==> src/rtl/pipe_ctrl.sv <==
// rtl/pipe_ctrl.sv - pipeline stall/flush sequencer with multi-cycle execute tracking
module pipe_ctrl #(
  parameter int CNT_W  = 6,
  parameter int PERF_W = 32
) (
  input  logic              clk,
  input  logic              rst,
  input  logic              stallreq_id_i,
  input  logic              mc_start_i,
  input  logic [CNT_W-1:0]  mc_cycles_i,
  input  logic              mc_cancel_i,
  input  logic              flush_req_i,
  input  logic [31:0]       flush_pc_i,
  output logic [5:0]        stall_o,
  output logic              flush_o,
  output logic [31:0]       new_pc_o,
  output logic              mc_busy_o,
  output logic              mc_done_o,
  output logic [PERF_W-1:0] stall_cnt_o
);

  typedef enum logic {
    IDLE   = 1'b0,
    MC_RUN = 1'b1
  } state_t;

  localparam logic [5:0] STALL_LU = 6'b000111;
  localparam logic [5:0] STALL_MC = 6'b001111;

  state_t            state_q, state_d;
  logic [CNT_W-1:0]  cnt_q, cnt_d;
  logic [CNT_W-1:0]  ne;
  logic [PERF_W-1:0] stall_cnt_q, stall_cnt_d;
  logic [5:0]        stall;
  logic              flush;
  logic              done;
  logic [31:0]       new_pc;

  always_comb begin
    state_d     = state_q;
    cnt_d       = cnt_q;
    stall       = 6'b000000;
    flush       = 1'b0;
    done        = 1'b0;
    new_pc      = 32'h0;
    ne          = (mc_cycles_i == '0) ? CNT_W'(1) : mc_cycles_i;

    if (flush_req_i) begin
      flush   = 1'b1;
      new_pc  = flush_pc_i;
      state_d = IDLE;
      cnt_d   = '0;
    end else if (state_q == MC_RUN) begin
      if (mc_cancel_i) begin
        state_d = IDLE;
        cnt_d   = '0;
      end else if (cnt_q == CNT_W'(1)) begin
        done    = 1'b1;
        state_d = IDLE;
        cnt_d   = '0;
      end else begin
        stall = STALL_MC;
        cnt_d = cnt_q - CNT_W'(1);
      end
    end else if (mc_start_i && ne != CNT_W'(1)) begin
      stall   = STALL_MC;
      cnt_d   = ne - CNT_W'(1);
      state_d = MC_RUN;
    end else begin
      // single-cycle ops complete in place and still honour the load-use interlock
      done  = mc_start_i;
      stall = stallreq_id_i ? STALL_LU : 6'b000000;
    end

    stall_cnt_d = (stall != 6'b000000) ? stall_cnt_q + PERF_W'(1) : stall_cnt_q;
  end

  always_ff @(posedge clk) begin
    if (rst) begin
      state_q     <= IDLE;
      cnt_q       <= '0;
      stall_cnt_q <= '0;
    end else begin
      state_q     <= state_d;
      cnt_q       <= cnt_d;
      stall_cnt_q <= stall_cnt_d;
    end
  end

  assign stall_o     = rst ? 6'b000000 : stall;
  assign flush_o     = !rst && flush;
  assign new_pc_o    = rst ? 32'h0 : new_pc;
  assign mc_done_o   = !rst && done;
  assign mc_busy_o   = !rst && (state_q == MC_RUN);
  assign stall_cnt_o = rst ? '0 : stall_cnt_q;

endmodule

==> config.mk <==
export PLATFORM = sky130hd
export DESIGN_NAME = pipe_ctrl
export DESIGN_NICKNAME = d
export VERILOG_FILES = /design/src/rtl/pipe_ctrl.sv
export SDC_FILE = /design/constraint.sdc
export NUM_CORES = 1
export LEC_CHECK = 0
export CAP_MARGIN = 30
export CORE_MARGIN = 2
export CORE_UTILIZATION = 40
export DETAILED_ROUTE_END_ITERATION = 8
export PLACE_DENSITY = 0.77
export SLEW_MARGIN = 0
export SYNTH_ARGS = -nofsm -noshare
export SYNTH_HDL_FRONTEND = slang
export SYNTH_SLANG_ARGS = --single-unit
==> constraint.sdc <==
create_clock -name clk -period 8.8 [get_ports clk]
set_input_delay 1.76 -clock clk [delete_from_list [all_inputs] [get_ports clk]]
set_output_delay 1.76 -clock clk [all_outputs]
set_load 0.01 [all_outputs]
== After elaboration in Yosys (flattened, before gate mapping) ==
Index checks and enable logic that the tools add are counted.

* Logic and storage cells: 42
* Bits of input ports: 44
* Output and inout bits: 73
* Latch bits: 0
* Memory bits (writable): 0
* Memories: 0
* Register bits after elaboration: 39
* Memory bits (read-only): 0

* Bitwise operators: 0
* Order comparisons: 0
* Equality and inequality tests: 2
* Multiplexer cells: 25
* Reduce and logical (&&, ||, !) cells: 9
* Add/sub/neg operators: 3
* Multipliers: 0
* Div/mod/pow operators: 0
* Shift operators: 0

{| class="wikitable"
|+ Operators with widths
! operator !! number
|-
| 32-bit 2-to-1 mux || 3
|-
| 6-bit 2-to-1 mux || 8
|-
| 32-bit by 1-bit adder with 32-bit output, second input constant || 1
|-
| 4-bit 2-to-1 mux || 3
|-
| 6-bit by 1-bit subtractor with 6-bit output, second input constant || 2
|-
| 1-bit 2-to-1 mux || 10
|-
| 6-bit by 1-bit equality test with 1-bit output, second input constant || 1
|-
| 6-bit zero test || 1
|-
| 6-bit by 1-bit inequality test with 1-bit output, second input constant || 1
|-
| 6-bit nonzero test || 1
|-
| 1-bit logical AND || 4
|-
| 3-bit 2-to-1 mux || 1
|-
| 2-bit nonzero test || 1
|-
| 2-bit OR reduction || 1
|-
| 1-bit zero test || 1
|}

== Longest topological paths before layout ==
Gate-level depths: netlist of run 1.

* Word-level depth: 8
* Gate-level depth with buffers: 10
* Mapped depth without buffers: 8

== Worst setup path before layout of run 1 ==
No wires, ideal clock.

* Kind: input port to output port
* From: in mc_cycles_i[2]
* To: out stall_o[1]
* Path buffers: 3
* Arrival: 3.519 ns
* Stages: 10
* Required time: 7.040 ns
* Slack: 3.521 ns
* Path through: nor4_1 > a21o_1 > ha_1 > inv_1 > nor4_4 > or3_1 > buf_6 > buf_6 > nor2_1 > buf_4

* Cells in the longest elaborated chain, start to end: 8

{| class="wikitable"
|+ Ends and longest elaborated chain
! element !! RTL line !! source
|-
| from (decl) || 10 || <nowiki>input logic [CNT_W-1:0] mc_cycles_i,</nowiki>
|-
| 6-bit zero test || 46 || <nowiki>ne = (mc_cycles_i == '0) ? CNT_W'(1) : mc_cycles_i;</nowiki>
|-
| 6-bit 2-to-1 mux (*) || 46 ||
|-
| 6-bit by 1-bit inequality test with 1-bit output (*) || 65 || <nowiki>end else if (mc_start_i && ne != CNT_W'(1)) begin</nowiki>
|-
| 1-bit logical AND (*) || 65 ||
|-
| 4-bit 2-to-1 mux (*) || 65 ||
|-
| 6-bit 2-to-1 mux (*) || 53 || <nowiki>end else if (state_q == MC_RUN) begin</nowiki>
|-
| 6-bit 2-to-1 mux (*) || 48 || <nowiki>if (flush_req_i) begin</nowiki>
|-
| 6-bit 2-to-1 mux (*) || 90 || <nowiki>assign stall_o = rst ? 6'b000000 : stall;</nowiki>
|-
| to (decl) || 14 || <nowiki>output logic [5:0] stall_o,</nowiki>
|}

Mark *: on every way between the ends. The rest lies on a longest branch, timed or not.

== Final worst setup path of run 1 ==
* From: in mc_cycles_i[2]
* To: out stall_o[2]

The elaborated chain is that of the path after synthesis.

==> metrics.md, run 1 <==
| Metric | Value |
|---|---|
| Status | `complete, no violations` |
| Hold Buf Count CTS | `0` |
| Ys Warns | `0` |
| GRT overflow | `0` |
| Final count of negative-setup-slack endpoints | `0` |
| Syn_area_per_cell | `8.11 um2` |
| Post-Route WL | `6990 um` |
| Post-CTS Resized | `0` |
| FF+latch count, synth | `39` |
| Drt pass-1 iters | `4` |
| Die ar. | `0.00770 mm2` |
| Postcts setup bufs | `0` |
| Vias/cell | `5.06` |
| Leakage power | `1.43 nW` |
| Number of synthesized flops with an enable pin | `0` |
| WP data required | `7.04 ns` |
| Crit path kind | `input pin to output pin` |
| Worst stage delay on the critical path | `0.51 ns` |
| CTS Buf Count | `5` |
| Initial antenna violation count | `0` |
| Starting Density | `41.3%` |
| Initial DRC count | `134` |
| DRC violations left | `0` |
| Crit path cell chain | `clkdlybuf4s50_1 > nor4_1 > a21o_1 > ha_1 > inv_1 > nor4_4 > or3_1 > buf_4 > nor2_1 > clkdlybuf4s50_1` |
| Post-detail-place hpwl | `5420 um` |
| Sw power | `0.101 mW` |
| Element type at the critical path start | `input pin` |
| Most frequent cells after synthesis | `43 x nor2_1, 39 x dfxtp_1, 33 x and2_1` |
| IO buf count | `114` |
| Most frequent cell after synthesis | `nor2_1` |
| Post-synth ARST share | `0%` |
| Clock share of power | `30.9%` |
| Measured slew at the worst slew-check pin | `0.701 ns` |
| # nets final | `499` |
| Chip width | `87.8 um` |
| Wire per inst | `12.8 um` |
| CTS sink count | `39` |
| Syn-to-layout area delta | `44.5%` |
| Final Skew | `0.00988 ns` |
| Die H | `87.8 um` |
| First-pass GRT wire length | `11,200 um` |
| Net Sw Frac | `26.7%` |
| Antenna Cells | `0` |
| Crit share post-route | `73.1%` |
| Slew Limit Fails | `0` |
| Synthesized instance count | `346` |
| CP max-delay cell | `clkdlybuf4s50_1` |
| Pwr Total | `0.379 mW` |
| Int Pwr | `0.278 mW` |
| Max-Cap Viols | `0` |
| Sequential share of power | `48.0%` |
| Rows | `30` |
| Final Hold Violating Endpoints | `0` |
| Sequential-to-total area share from yosys stat | `27.8%` |
| CP most frequent cell | `clkdlybuf4s50_1` |
| Max VDD drop | `0.0000606 V` |
| Top post-synthesis cells by area | `dfxtp_1 28%, and2_1 7.4%, nor2b_1 7.1%, mux2_4 7.0%, nor2_1 5.8%` |
| DRT antenna net count | `0` |
| Clk_lat worst skew | `0.29 ns` |
| Vias | `2,770` |
| Post-Syn Area | `0.00281 mm2` |
| Fmax | `155 MHz` |
| CTS max path bufs | `2` |
| Cell variety after synth | `48` |
| Share of layout cells above drive strength 1 | `11.3%` |
| Rel. slew slack | `52.9%` |
| Largest net degree at the start of global routing | `47` |
| Clock Pin Slew Worst Setup and Hold Paths | `0.07 ns` |
| Power per cell area | `93.4 mW/mm2` |
| Unrepaired setup endpoints after global routing | `no` |
| CP Capture Type | `output pin` |
| Utilization after layout | `59.7%` |
| Min Clock Period, post-route | `6.43 ns` |
| Comb power frac | `21.1%` |
| Number of global-route vias before repair | `2,537` |
| Synth Flop Type | `dfxtp_1` |
| Overall global routing resource usage | `17.9%` |
| Ports | `117` |
| CP max FO | `28` |
| Area share of the largest cell type after synthesis | `27.8%` |
| Arr. time, crit path | `4.67 ns` |
| Leading area contributor after synthesis | `dfxtp_1` |
| Crit path buffers/inverters | `4` |
| Delay-heaviest family, CP | `buffers and inverters` |
| CTS tree | `yes` |
| Clk root buf | `clkbuf_8` |
| Routability cong. | `0.829` |
| Post-route setup TNS | `0 ns` |
| Core Footprint | `0.00679 mm2` |
| Hold Crit Class | `flip-flop to flip-flop` |
| Htree depth | `2` |
registers in the layout, summed over array words and instances, names as in the netlist:
name / count
cnt_q: 6
stall_cnt_q: 32
state_q: 1
metal layers:
metal  routed length (um)  part of all wire [%]  GRT usage, %  vias to the layer above
li1                     -                     -             -                     1403
met1                 3090                    44          21.8                     1271
met2                 3380                    48          30.9                       92
met3                  468                   6.7          5.75                        4
met4                   51                  0.73          3.92                        0
met5                    0                     0             0                        -
final timing paths:
path	start	endpoint	slack [ns]	cells after the start
hold reg to reg	cnt_q[4]	cnt_q[4]	0.49	2
setup reg to reg	state_q	stall_cnt_q[13]	6.56	5
setup / recovery	mc_cycles_i[2]	stall_o[2]	2.37	10
hold / removal	cnt_q[4]	cnt_q[4]	0.49	2
final cells by class:
class | count | area [um2]
sequential | 39 | 781
fill | 640 | 2740
inverter | 7 | 26.3
multi-input combinational | 279 | 1870
clock buffer | 5 | 68.8
tap | 96 | 120
timing repair buffer | 118 | 1180
clock inverter | 3 | 15.0
power by group through the flow:
stage               Combinational, mW  Clock (mW)  Sequential [mW]
floorplan                      0.0425           0            0.185
global placement               0.0782           0            0.186
detailed placement             0.0804           0            0.186
CTS                            0.0807       0.119            0.182
global route                   0.0880       0.127            0.182
finish                         0.0799       0.117            0.182
layout by cell type (no fill, tap or decap), types with 4 or more instances in the layout:
master / Yosys / final
nor2b_1: 32 / 32
a21oi_1: 14 / 14
mux2_4: 13 / 13
xnor2_1: 4 / 4
nand4_1: 14 / 14
nand3_1: 15 / 15
nor3_2: 13 / 13
or4_1: 5 / 5
o31ai_1: 4 / 4
nand2_1: 18 / 18
clkbuf_8: 0 / 5
and2_1: 33 / 33
nor2_1: 43 / 43
or3_1: 4 / 4
mux2_2: 5 / 5
clkdlybuf4s50_1: 0 / 113
o21ai_0: 5 / 5
nor3_1: 12 / 12
dfxtp_1: 39 / 39
mux2_1: 6 / 6
ha_1: 5 / 5
inv_1: 7 / 7
through the flow:
stage,worst slack (ns),cell area [um2],hold WS [ns],cells
2_1_floorplan,3.52,2810,0.447,347
3_3_place_gp,2.45,3950,0.471,538
3_5_place_dp,2.34,3970,0.481,539
4_1_cts,2.36,4060,0.490,547
5_1_grt,2.14,4060,0.521,547
6_report,2.37,4060,0.489,547
worst register-to-register path: stages (launching register included):
cell     delay, ns
dfxtp_1       0.62
o31ai_1       0.21
or3_1         0.33
buf_4         0.24
nor4_1        0.37
mux2_2        0.37
logic make-up (layout without fill, tap and decap cells):
logic type                 Yosys count  in the layout  synth area share, %
DFF                                 39             39                 27.8
adders and majority gates            5              5                 2.23
other                                1              2                0.134
muxes                               25             25                 11.7
and+or+nand+nor                    208            208                 43.0
buffers and inverters               29            133                 5.80
AOI/OAI and AO/OA                   32             32                 7.13
xor gates and xnor gates             7              7                 2.18
Power figures use the tool's default switching activity.
==> run 2: changes to the inputs <==
Settings changed: CORE_UTILIZATION 40 to 39, PLACE_DENSITY 0.77 to 0.78.
Clock period 8.8 ns to 5.6 ns, I/O delays scaled along.
==> run 2 against run 1 <==
Compared with the run above: clock skew down 0.0022 ns; critical path depth down 1; sequential share of layout area decreased by 0.053 points; hold slack worse by 0.0062 ns; register-to-register slack got worse by 3.3 ns; via count grew 2.1%; non-clock buffer count unchanged; global-route usage grew 1.2 points; wire length rose by 5.4%; largest cell class unchanged.
==> metrics.md, run 2 (synthesis gave the netlist of run 1 again) <==
| Metric | Value |
|---|---|
| Worst stage delay on the critical path | `0.54 ns (+0.03 ns)` |
| CTS sink count | `39 (unchanged)` |
| Element type at the critical path start | `input pin` |
| CP max-delay cell | `nor4_1` |
| Die H | `88.8 um (+1.2%)` |
| Commonest non-fill, non-tap cells in the layout | `113 x clkdlybuf4s50_1, 43 x nor2_1, 39 x dfxtp_1, 33 x and2_1, 32 x nor2b_1` |
| Commonest non-fill, non-tap cell in the layout | `clkdlybuf4s50_1` |
| Leakage power | `1.44 nW (+0.19%)` |
| Core Footprint | `0.00687 mm2 (+1.1%)` |
| FILL cells | `640 (unchanged)` |
| Vias | `2,827 (+2.1%)` |
| DRT antenna net count | `0 (unchanged)` |
| Flip-flop and latch area | `781 um2 (unchanged)` |
| Final Hold Violating Endpoints | `0 (unchanged)` |
| Post-layout instance area | `0.00407 mm2 (+0.28%)` |
| Placed cell area | `0.00397 mm2 (-0.13%)` |
| Hold Buf Count CTS | `0 (unchanged)` |
| Number of global-route vias before repair | `2,630 (+3.7%)` |
| Power per cell area | `152 mW/mm2 (+63%)` |
| Drt pass-1 iters | `5 (+1)` |
| Crit path cell chain | `clkdlybuf4s50_1 > nor4_1 > a21o_1 > ha_1 > inv_1 > nor4_4 > or3_1 > nor2_1 > clkdlybuf4s50_1` |
| Syn-to-layout area delta | `44.9%` |
| Crit share post-route | `87.3%` |
| Post-detail-place hpwl | `5710 um (+5.5%)` |
| Largest net degree at the start of global routing | `68 (+45%)` |
| Max-Cap Viols | `0 (unchanged)` |
| CTS Buf Count | `5 (unchanged)` |
| Clock Pin Slew Worst Setup and Hold Paths | `0.07 ns (about the same)` |
| Delay-heaviest family, CP | `simple AND/OR/NAND/NOR gates` |
| Post-route setup TNS | `0 ns (unchanged)` |
| Die ar. | `0.00789 mm2 (+2.5%)` |
| IO buf count | `114 (unchanged)` |
| Arr. time, crit path | `3.77 ns (-0.90 ns)` |
| Initial DRC count | `202 (+51%)` |
| Routability cong. | `0.898 (+8.3%)` |
| Biggest register | `stall_cnt_q` |
| CTS tree | `yes` |
| Ports | `117 (unchanged)` |
| Slew Limit Fails | `0 (unchanged)` |
| Starting Density | `40.9% (-0.45 points)` |
| Overall global routing resource usage | `19.1% (+1.2 points)` |
| First-pass GRT wire length | `11,900 um (+6.5%)` |
| Fmax | `205 MHz` |
| Unrepaired setup endpoints after global routing | `no` |
| CP most frequent cell | `clkdlybuf4s50_1` |
| Share of layout cells above drive strength 1 | `11.1% (-0.22 points)` |
| Postcts setup bufs | `0 (unchanged)` |
| Status | `complete, no violations` |
| DRC violations left | `0 (unchanged)` |
| CP Capture Type | `output pin` |
| GRT overflow | `0 (unchanged)` |
| Rows | `30 (unchanged)` |
| Multi-input logic area | `0.00187 mm2 (unchanged)` |
| Rel. slew slack | `50.5% (-2.3 points)` |
| Worst hold slack | `0.483 ns (-0.00622 ns)` |
| Chip width | `88.8 um (+1.2%)` |
| # nets final | `499 (unchanged)` |
| Utilization after layout | `59.2% (-0.49 points)` |
| Hold Crit Class | `flip-flop to flip-flop` |
| Crit path kind | `input pin to output pin` |
| Post-CTS Resized | `0 (unchanged)` |
| CP max FO | `6 (-79%)` |
| WP data required | `4.48 ns (-2.56 ns)` |
| Largest regs | `stall_cnt_q: 32 flops, cnt_q: 6 flops, state_q: 1 flops` |
| Initial antenna violation count | `0 (unchanged)` |
| Clk_lat worst skew | `0.29 ns (about the same)` |
| Vias/cell | `5.17 (+2.1%)` |
| Max FFs per register | `32 (unchanged)` |
| Final count of negative-setup-slack endpoints | `0 (unchanged)` |
| Final Skew | `0.00766 ns (-0.00223 ns)` |
| Htree depth | `2 (unchanged)` |
| Min Clock Period, post-route | `4.89 ns` |
| Antenna Cells | `0 (unchanged)` |
| CTS max path bufs | `2 (unchanged)` |
| Wire per inst | `13.5 um (+5.4%)` |
| Max VDD drop | `0.0000879 V (+45%)` |
| Crit path buffers/inverters | `3 (-1)` |
| Post-Route WL | `7370 um (+5.4%)` |
| Clk root buf | `clkbuf_8` |
| Measured slew at the worst slew-check pin | `0.736 ns (+0.0354 ns)` |
==> run 2: routing by layer <==
metal  routed length (um)  part of all wire (%)  GRT usage, %  up-vias
met4                  110                   1.5          5.23        0
li1                     -                     -             -     1408
met1                 2970                    40          21.5     1294
met5                    0                     0             0        -
met3                  549                   7.5          5.69       12
met2                 3730                    51          34.8      113
==> run 2: power by group <==
| part | leakage (nW) | internal (mW) | switching (mW) |
|---|---|---|---|
| combinational | 1.07 | 0.0694 | 0.0558 |
| clock | 0.0515 | 0.112 | 0.0962 |
| sequential | 0.315 | 0.281 | 0.00524 |
==> run 2: worst register-to-register path: stages (launching register included) <==
cell,delay (ns)
dfxtp_1,0.42
and4_1,0.30
nand4_1,0.53
buf_8,0.37
nor4_1,0.28
mux2_2,0.36
==> run 2: path summary, 6_finish.rpt <==
kind / slack [ns] / end / cells after the start / start
worst max-delay path: 0.71 / stall_o[0] / 9 / mc_cycles_i[2]
worst min-delay path: 0.48 / cnt_q[4] / 2 / cnt_q[4]
worst max register to register: 3.24 / stall_cnt_q[13] / 5 / stall_cnt_q[3]
worst min register to register: 0.48 / cnt_q[4] / 2 / cnt_q[4]
==> run 2: stage by stage <==
stage	power, mW	instances	setup WS [ns]
floorplan	0.358	347	1.60
global placement	0.416	538	0.847
detailed placement	0.418	539	0.775
CTS	0.627	547	0.782
global route	0.652	547	0.511
finish	0.620	547	0.710
==> run 2: area by class of cell <==
class                      instances  area share [%]
sequential                        39            19.2
multi-input combinational        279            45.9
tap                               96            2.95
clock buffer                       8            2.46
timing repair buffer             118            28.9
inverter                           7           0.646
==> run 3: changes to the inputs <==
--- a/config.mk
+++ b/config.mk
@@ -6,8 +6,10 @@
 export NUM_CORES = 1
 export LEC_CHECK = 0
+export ABC_CLOCK_PERIOD_IN_PS = 5600
 export CAP_MARGIN = 30
 export CORE_MARGIN = 2
 export CORE_UTILIZATION = 39
 export DETAILED_ROUTE_END_ITERATION = 8
+export HOLD_SLACK_MARGIN = 0.12
 export PLACE_DENSITY = 0.78
 export SLEW_MARGIN = 0
==> constraint.sdc (replaced) <==
create_clock -name clk -period 5.6 [get_ports clk]
set_input_delay 0.84 -clock clk [delete_from_list [all_inputs] [get_ports clk]]
set_output_delay 0.84 -clock clk [all_outputs]
set_load 0.01 [all_outputs]
==> run 3 against run 2 <==
Compared with the run above: critical path depth stayed put; core utilization fell by 0.33 points; clock skew up 0.0075 ns; count of clock-buffer cells in the layout fell by 2; cell count unchanged; clock power fell by 8%; non-clock buffer count stayed put; die area unchanged; sequential cell count did not move; wire length about the same; first-iteration DRC count down 35%; hold slack worse by 0.0068 ns; largest cell class unchanged.
==> metrics.md, run 3 (synthesis gave the netlist of run 1 again) <==
| Metric | Value |
|---|---|
| Status | `complete, no violations` |
| Syn-to-layout area delta | `44.1%` |
| Routability cong. | `0.841 (-6.4%)` |
| Flip-flop and latch area | `781 um2 (unchanged)` |
| Share of layout cells above drive strength 1 | `11.1% (unchanged)` |
| Core Footprint | `0.00687 mm2 (unchanged)` |
| Placed cell area | `0.00396 mm2 (-0.19%)` |
| Largest net degree at the start of global routing | `70 (+2.9%)` |
| Commonest non-fill, non-tap cells in the layout | `113 x clkdlybuf4s50_1, 43 x nor2_1, 39 x dfxtp_1, 33 x and2_1, 32 x nor2b_1` |
| Postcts setup bufs | `0 (unchanged)` |
| Initial antenna violation count | `0 (unchanged)` |
| First-pass GRT wire length | `11,800 um (-1.4%)` |
| Hold Buf Count CTS | `0 (unchanged)` |
| Biggest register | `stall_cnt_q` |
| DRT antenna net count | `0 (unchanged)` |
| CTS tree | `yes` |
| Slew Limit Fails | `0 (unchanged)` |
| Max FFs per register | `32 (unchanged)` |
| Final Hold Violating Endpoints | `0 (unchanged)` |
| Starting Density | `40.9% (unchanged)` |
| Hold Crit Class | `flip-flop to flip-flop` |
| Post-CTS Resized | `0 (unchanged)` |
| Final WS setup | `1.33 ns (+0.624 ns)` |
| Post-Route WL | `7370 um (about the same)` |
| Rel. slew slack | `49.4% (-1.2 points)` |
| Post-route setup TNS | `0 ns (unchanged)` |
| GRT overflow | `0 (unchanged)` |
| Utilization after layout | `58.9% (-0.33 points)` |
| Ports | `117 (unchanged)` |
| Max-Cap Viols | `0 (unchanged)` |
| Die H | `88.8 um (unchanged)` |
| Rows | `30 (unchanged)` |
| Place WS | `1.33 ns (+0.558 ns)` |
| Max VDD drop | `0.0000783 V (-11%)` |
| CP max FO | `6 (unchanged)` |
| Post-layout instance area | `0.00405 mm2 (-0.55%)` |
| CTS sink count | `39 (unchanged)` |
| Unrepaired setup endpoints after global routing | `no` |
| Crit path kind | `input pin to output pin` |
| Min Clock Period, post-route | `4.27 ns (-0.624 ns)` |
| Wire per inst | `13.5 um (about the same)` |
| Arr. time, crit path | `3.43 ns (-0.34 ns)` |
| Number of global-route vias before repair | `2,565 (-2.5%)` |
| Vias/cell | `5.13 (-0.67%)` |
| Overall global routing resource usage | `18.8% (-0.31 points)` |
| Final count of negative-setup-slack endpoints | `0 (unchanged)` |
| Power per cell area | `149 mW/mm2 (-2.1%)` |
| IO buf count | `114 (unchanged)` |
| Antenna Cells | `0 (unchanged)` |
| Initial DRC count | `132 (-35%)` |
| Post-detail-place hpwl | `5620 um (-1.6%)` |
| Clk_lat worst skew | `0.30 ns (about the same)` |
| Die ar. | `0.00789 mm2 (unchanged)` |
| CTS Buf Count | `5 (unchanged)` |
| Leakage power | `1.42 nW (-0.96%)` |
| FILL cells | `625 (-2.3%)` |
| Pwr Total | `0.604 mW (-2.6%)` |
| DRC violations left | `0 (unchanged)` |
| Htree depth | `2 (unchanged)` |
| WP data required | `4.76 ns (+0.28 ns)` |
| Commonest non-fill, non-tap cell in the layout | `clkdlybuf4s50_1` |
| Largest regs | `stall_cnt_q: 32 flops, cnt_q: 6 flops, state_q: 1 flops` |
| CTS max path bufs | `2 (unchanged)` |
| Clock Pin Slew Worst Setup and Hold Paths | `0.08 ns (about the same)` |
| CP Capture Type | `output pin` |
| Measured slew at the worst slew-check pin | `0.753 ns (+0.0171 ns)` |
| Vias | `2,808 (-0.67%)` |
| Multi-input logic area | `0.00187 mm2 (unchanged)` |
| Crit share post-route | `76.2% (-11 points)` |
| Element type at the critical path start | `input pin` |
| Clk root buf | `clkbuf_8` |
| Final Skew | `0.0152 ns (+0.00754 ns)` |
| # nets final | `499 (unchanged)` |
| Drt pass-1 iters | `6 (+1)` |
| Fmax | `234 MHz (+15%)` |
| Chip width | `88.8 um (unchanged)` |
[run 3: worst max-delay path, cell delays in order]
cell	delay, ns
clkdlybuf4s50_1	0.50
nor4_1	0.48
a21o_1	0.23
ha_1	0.20
inv_1	0.08
nor4_4	0.30
or3_1	0.20
nor2_1	0.07
clkdlybuf4s50_1	0.52
[run 3: final timing paths]
path                            cells after the start            from         endpoint  slack (ns)
worst min register to register                      2        cnt_q[4]         cnt_q[4]        0.48
worst max-delay path                                9  mc_cycles_i[2]       stall_o[0]        1.33
worst min-delay path                                2        cnt_q[4]         cnt_q[4]        0.48
worst max register to register                      5         state_q  stall_cnt_q[14]        3.26
[run 3: report_power, final]
group / switching [mW] / leakage (nW) / internal [mW] / total, mW
registers: 0.00507 / 0.315 / 0.281 / 0.286
logic: 0.0556 / 1.07 / 0.0694 / 0.125
clock network: 0.106 / 0.0412 / 0.0872 / 0.193
[run 3: metrics by stage]
stage	hold WS, ns	std cells
floorplan	0.447	347
global placement	0.455	539
detailed placement	0.470	539
CTS	0.481	547
global route	0.496	547
finish	0.476	547
[run 3: final cells by class]
class,count,area share (%)
multi-input combinational,279,46.1
tap,96,2.97
sequential,39,19.3
inverter,7,0.650
clock inverter,2,0.309
clock buffer,6,1.79
timing repair buffer,118,28.8
[run 3: layer usage]
metal / track usage [%] / wire length [um] / share of wire, % / up-vias
met3: 5.41 / 489 / 6.6 / 5
met1: 22.1 / 3010 / 41 / 1297
li1: - / - / - / 1401
met5: 0 / 0 / 0 / -
met2: 33.4 / 3810 / 52 / 105
met4: 4.68 / 60 / 0.81 / 0
